===== src/rtl/ps2_key_decoder.sv =====
// ps2_key_decoder
//   PS/2 keyboard front end. Synchronises the raw PS/2 pins, deserialises
//   11-bit frames (start, 8 data LSB first, odd parity, stop), flags parity,
//   framing and timeout errors, then decodes make/break (F0) and extended (E0)
//   prefixes into an 8-key held vector for the tone stage.
// Ports
//   CLOCK_50   in   system clock (only clock in the block)
//   resetn     in   asynchronous active-low reset
//   PS2_CLK    in   raw PS/2 clock pin (asynchronous)
//   PS2_DAT    in   raw PS/2 data pin (asynchronous)
//   scan_code  out  last good byte, held until the next good byte
//   code_valid out  1-cycle pulse when scan_code updates
//   frame_err  out  1-cycle pulse on parity / stop / timeout error
//   key_state  out  held-key vector, bit = 1 while the mapped key is down
module ps2_key_decoder #(
    parameter int TIMEOUT_CYCLES = 50000
) (
    input  logic       CLOCK_50,
    input  logic       resetn,
    input  logic       PS2_CLK,
    input  logic       PS2_DAT,
    output logic [7:0] scan_code,
    output logic       code_valid,
    output logic       frame_err,
    output logic [7:0] key_state
);

    localparam int TW = $clog2(TIMEOUT_CYCLES);

    typedef enum logic [1:0] {IDLE, DATA, PARITY, STOP} state_t;

    // Synchronisers reset to 1 (bus idle level) so reset release never fakes a fall.
    logic clk_s1_q, clk_s2_q, clk_hist_q;
    logic dat_s1_q, dat_s2_q;
    logic fall;

    state_t          state_q, state_d;
    logic [2:0]      bit_cnt_q, bit_cnt_d;
    logic [7:0]      shift_q, shift_d;
    logic            par_q, par_d;
    logic [TW-1:0]   tmo_q, tmo_d;
    logic            good_pend_q, good_pend_d;
    logic            bad_pend_q, bad_pend_d;
    logic [7:0]      scan_code_q, scan_code_d;
    logic            code_valid_q, code_valid_d;
    logic            frame_err_q, frame_err_d;
    logic [7:0]      key_state_q, key_state_d;
    logic            brk_pend_q, brk_pend_d;
    logic            ext_pend_q, ext_pend_d;
    logic [7:0]      key_mask;

    assign fall = clk_hist_q & ~clk_s2_q;

    always_ff @(posedge CLOCK_50 or negedge resetn) begin
        if (!resetn) begin
            clk_s1_q   <= 1'b1;
            clk_s2_q   <= 1'b1;
            clk_hist_q <= 1'b1;
            dat_s1_q   <= 1'b1;
            dat_s2_q   <= 1'b1;
        end else begin
            clk_s1_q   <= PS2_CLK;
            clk_s2_q   <= clk_s1_q;
            clk_hist_q <= clk_s2_q;
            dat_s1_q   <= PS2_DAT;
            dat_s2_q   <= dat_s1_q;
        end
    end

    // Frame receiver. A finished frame is reported through good/bad_pend,
    // which the output stage turns into code_valid / frame_err one cycle later.
    always_comb begin
        state_d     = state_q;
        bit_cnt_d   = bit_cnt_q;
        shift_d     = shift_q;
        par_d       = par_q;
        good_pend_d = 1'b0;
        bad_pend_d  = 1'b0;
        tmo_d       = (state_q == IDLE || fall) ? '0 : tmo_q + TW'(1);

        case (state_q)
            IDLE: begin
                // A fall with data high is not a start bit: treat as a glitch.
                if (fall && !dat_s2_q) begin
                    state_d   = DATA;
                    bit_cnt_d = 3'd0;
                end
            end
            DATA: begin
                if (fall) begin
                    shift_d   = {dat_s2_q, shift_q[7:1]};
                    bit_cnt_d = bit_cnt_q + 3'd1;
                    if (bit_cnt_q == 3'd7) state_d = PARITY;
                end
            end
            PARITY: begin
                if (fall) begin
                    par_d   = dat_s2_q;
                    state_d = STOP;
                end
            end
            STOP: begin
                if (fall) begin
                    state_d = IDLE;
                    if (dat_s2_q && (^shift_q ^ par_q)) good_pend_d = 1'b1;
                    else                                bad_pend_d  = 1'b1;
                end
            end
            default: state_d = IDLE;
        endcase

        if (state_q != IDLE && !fall && tmo_q == TW'(TIMEOUT_CYCLES - 1)) begin
            state_d    = IDLE;
            bad_pend_d = 1'b1;
        end
    end

    function automatic logic [7:0] key_map(input logic [7:0] c);
        case (c)
            8'h1C:   key_map = 8'h01;
            8'h1B:   key_map = 8'h02;
            8'h23:   key_map = 8'h04;
            8'h2B:   key_map = 8'h08;
            8'h34:   key_map = 8'h10;
            8'h33:   key_map = 8'h20;
            8'h3B:   key_map = 8'h40;
            8'h42:   key_map = 8'h80;
            default: key_map = 8'h00;
        endcase
    endfunction

    assign key_mask = key_map(scan_code_q);

    // Output stage and prefix decode. The shift register cannot change in the
    // cycle after STOP (a new frame needs at least two more falls), so it is
    // safe to copy it into scan_code here.
    always_comb begin
        code_valid_d = good_pend_q;
        frame_err_d  = bad_pend_q;
        scan_code_d  = good_pend_q ? shift_q : scan_code_q;
        key_state_d  = key_state_q;
        brk_pend_d   = brk_pend_q;
        ext_pend_d   = ext_pend_q;

        if (code_valid_q) begin
            if (scan_code_q == 8'hF0) begin
                brk_pend_d = 1'b1;
            end else if (scan_code_q == 8'hE0) begin
                ext_pend_d = 1'b1;
            end else begin
                // Extended keys share base codes with the map; never touch key_state for them.
                if (!ext_pend_q) begin
                    key_state_d = brk_pend_q ? (key_state_q & ~key_mask)
                                             : (key_state_q |  key_mask);
                end
                brk_pend_d = 1'b0;
                ext_pend_d = 1'b0;
            end
        end
    end

    always_ff @(posedge CLOCK_50 or negedge resetn) begin
        if (!resetn) begin
            state_q      <= IDLE;
            bit_cnt_q    <= 3'd0;
            shift_q      <= 8'h00;
            par_q        <= 1'b0;
            tmo_q        <= '0;
            good_pend_q  <= 1'b0;
            bad_pend_q   <= 1'b0;
            scan_code_q  <= 8'h00;
            code_valid_q <= 1'b0;
            frame_err_q  <= 1'b0;
            key_state_q  <= 8'h00;
            brk_pend_q   <= 1'b0;
            ext_pend_q   <= 1'b0;
        end else begin
            state_q      <= state_d;
            bit_cnt_q    <= bit_cnt_d;
            shift_q      <= shift_d;
            par_q        <= par_d;
            tmo_q        <= tmo_d;
            good_pend_q  <= good_pend_d;
            bad_pend_q   <= bad_pend_d;
            scan_code_q  <= scan_code_d;
            code_valid_q <= code_valid_d;
            frame_err_q  <= frame_err_d;
            key_state_q  <= key_state_d;
            brk_pend_q   <= brk_pend_d;
            ext_pend_q   <= ext_pend_d;
        end
    end

    assign scan_code  = scan_code_q;
    assign code_valid = code_valid_q;
    assign frame_err  = frame_err_q;
    assign key_state  = key_state_q;

endmodule


===== config.mk =====
export PLATFORM = sky130hd
export DESIGN_NAME = ps2_key_decoder
export DESIGN_NICKNAME = d
export VERILOG_FILES = /design/src/rtl/ps2_key_decoder.sv
export SDC_FILE = /design/constraint.sdc
export NUM_CORES = 1
export LEC_CHECK = 0
export BUFFER_PORTS_ARGS = -buffer_cell sky130_fd_sc_hd__buf_2
export CORE_UTILIZATION = 35
export CTS_CLUSTER_SIZE = 24
export DETAILED_ROUTE_END_ITERATION = 6
export HOLD_SLACK_MARGIN = 0.1
export PLACE_DENSITY = 0.53
export SLEW_MARGIN = 20
export SYNTH_ARGS = -nofsm -noshare
export SYNTH_HDL_FRONTEND = slang
export SYNTH_SLANG_ARGS = --single-unit

===== constraint.sdc =====
create_clock -name CLOCK_50 -period 2.2 [get_ports CLOCK_50]
set_clock_uncertainty 0.15 [all_clocks]
set_input_delay 0.33 -clock CLOCK_50 [delete_from_list [all_inputs] [get_ports CLOCK_50]]
set_output_delay 0.33 -clock CLOCK_50 [all_outputs]
set_load 0.005 [all_outputs]

==> flow_summary.json <==
{
  "status": "completed",
  "min_path_type": "reg -> reg",
  "rsz0062_at_grt": "no",
  "die_h_um": 88.5,
  "cts_buffers": 9,
  "vdd_drop_max_uv": 772,
  "hold_violations": 0,
  "setup_viol": 0,
  "yosys_warnings": 0,
  "post-route-period-util_pct": 88.3,
  "ys_ff_latch": 57,
  "antenna_found_initial": 0,
  "cellPowerDensity_nw_per_um2": 1080,
  "synth_fa_ha_area_share_pct": 3.82,
  "io_buffers": 21,
  "ys_seq_area_share_pct": 54.7,
  "hold-path-cell-count": 0,
  "tritoncts": "built",
  "holdCritStartpoint": "bad_pend_q",
  "die_w_um": 88.5,
  "initial_core_util_pct": 36.1,
  "dp_cells": 351,
  "cts.path.max_buffers": 2,
  "syn_avg_cell_area_um2": 11.2,
  "syn-cell-area_um2": 2620,
  "r2r_cells": 6,
  "core_region_area_um2": 7250,
  "insertedDiodeCount": 0,
  "max-cap-violations": 0,
  "layout_commonest_cell": "dfrtp_1",
  "clock_sinks": 57,
  "postRouteAntennaNets": 0,
  "utilization_pct": 42.5,
  "synthDistinctLibCells": 44,
  "syn_inst": 234,
  "post-place-ws_ns": 0.286,
  "synth_compound_area_share_pct": 8.07,
  "worstMarginPinSlew_ns": 0.514,
  "worstReg2RegStart": "state_q[0]",
  "synth_top_family_by_area": "simple AND/OR/NAND/NOR gates",
  "synthFlopType": "dfrtp_1",
  "dpl-instance-area_um2": 2840,
  "grt-ovfl-total": 0,
  "min_to": "frame_err",
  "rr_endpoint": "state_q[1]",
  "yosys.area_share.xor_xnor_pct": 7.21,
  "muxShareOfSynthArea_pct": 8.02,
  "synth_fp_nets": 246,
  "fin_cells": 370,
  "vias": 1763,
  "grt_usage_pct": 14.5,
  "pin_count": 22,
  "grt_max_degree": 24,
  "cp_data_required_time_ns": 2.27,
  "clk_latency_ns": 0.33,
  "cts_setup_buffers": 0,
  "n_fill_cell": 707,
  "worstSetupEndpointType": "register",
  "cts.hold.buffers_added": 3,
  "die_area_um2": 7840,
  "hpwl_um": 3410,
  "synth_enable_flop_cells": 0,
  "slew_headroom_pct": 65.5,
  "drive_gt1_share_pct": 23.2,
  "fp-row-count": 31,
  "synthSimpleGateAreaFrac_pct": 15.3,
  "grt_first_pass_wirelength_um": 8400,
  "drtIter0Drc": 66,
  "via_per_inst": 4.76,
  "startpoint_type": "register",
  "syn_to_final_growth_pct": 17.6,
  "leakagePower_nw": 1.42,
  "gp_congestion": 0.746,
  "total_power_mw": 3.33,
  "r2r_slack_ns": 0.26,
  "h-tree-depth": 3,
  "critical_path_class": "reg -> reg",
  "mostFrequentLayoutCells": "dfrtp_1, nor2_1, buf_2",
  "fin_ws_ns": 0.257,
  "grt_pass1_vias": 1792,
  "slew_violations": 0,
  "max_freq_ghz": 0.515,
  "final_nets": 278,
  "ctsRootBufferMaster": "clkbuf_8",
  "layout_min_cycle_time_ns": 1.94,
  "final_cell_area_um2": 3080,
  "wl_per_cell_um": 13.2,
  "cp_max_fo": 4,
  "synthArstFlopShare_pct": 100,
  "critical_path.cell_chain": "inv_1, ha_1, nand2b_1, or4_4, a21boi_2, o21ai_1",
  "cts_resized": 0,
  "setup_tns_ns": 0,
  "first_pass_iters": 4,
  "whs_ns": 0.197,
  "crit_arrival_ns": 2.01,
  "cpPeakStageDelay_ns": 0.57,
  "clk_pin_slew_ns": 0.07,
  "critPathSlowestCell": "or4_4",
  "drc": 0,
  "finalWirelength_um": 4890
}
## worst max path at each step
stage | from | to | slack (ns) | depth (start not counted)
after CTS | state_q[0] | state_q[1] | 0.27 | 6
after floorplan | state_q[0] | state_q[0] | 0.21 | 7
after global placement | state_q[0] | state_q[0] | 0.34 | 6
after global routing | state_q[0] | state_q[1] | 0.15 | 6
after detailed placement | state_q[0] | state_q[0] | 0.29 | 6
final | state_q[0] | state_q[1] | 0.26 | 6
## critical path: cells and delay by family, from the launching register on
| family | cells | cell delay (ns) |
|---|---|---|
| and+or+nand+nor | 2 | 0.73 |
| buffers and inverters | 1 | 0.10 |
| adders and majority gates | 1 | 0.23 |
| DFF | 1 | 0.37 |
| AOI/OAI and AO/OA | 2 | 0.24 |
## power breakdown
group / total, mW / internal [mW] / switching [mW] / leakage, nW
clock network: 1.02 / 0.615 / 0.403 / 0.107
registers: 1.42 / 1.23 / 0.188 / 0.756
logic: 0.894 / 0.486 / 0.408 / 0.562
## cell type report
type	count	area, µm²	share of cell area, %
sequential	57	1430	46.5
multi-input combinational	159	1110	36.1
clock buffer	14	173	5.60
timing repair buffer	28	165	5.36
tap	99	124	4.02
inverter	11	41.3	1.34
clock inverter	2	35.0	1.14
## cells by family (layout without fill, tap and decap cells)
kind of cell	count (synthesis)	after routing
AOI/OAI and AO/OA	32	32
xor gates and xnor gates	20	20
adders and majority gates	8	8
buffers and inverters	18	55
DFF	57	57
muxes	19	19
and+or+nand+nor	80	80
## Yosys cell counts (2+ instances only)
library cell   n  area share (%)
a21oi_1        4            0.76
and3_1         4            0.95
clkbuf_1       4            0.57
dfrtp_1       52              50
dfstp_2        5             5.0
ha_1           8             3.8
inv_1         11             1.6
mux2_2        16             6.9
mux2i_1        3             1.1
nand2_1       14             2.0
nand2b_1       4            0.95
nand3_1        7             1.3
nand4_1        7             1.7
nand4b_1       2            0.67
nor2_1        29             4.2
nor2b_1        2            0.48
nor4b_1        2            0.67
o21ai_0       10             1.9
o21ai_1        2            0.38
o31ai_1        5             1.4
o41ai_1        3             1.0
xnor2_1       13             4.3
xor2_1         6             2.0
## per-layer routing
layer	vias up	part of all wire, %	track usage, %
met4	0	1.2	5.28
met3	7	4.7	5.78
li1	873	-	-
met1	841	48	16.9
met2	42	47	24.2
met5	-	0	0
Note: power is estimated with default switching activity, not from simulation.
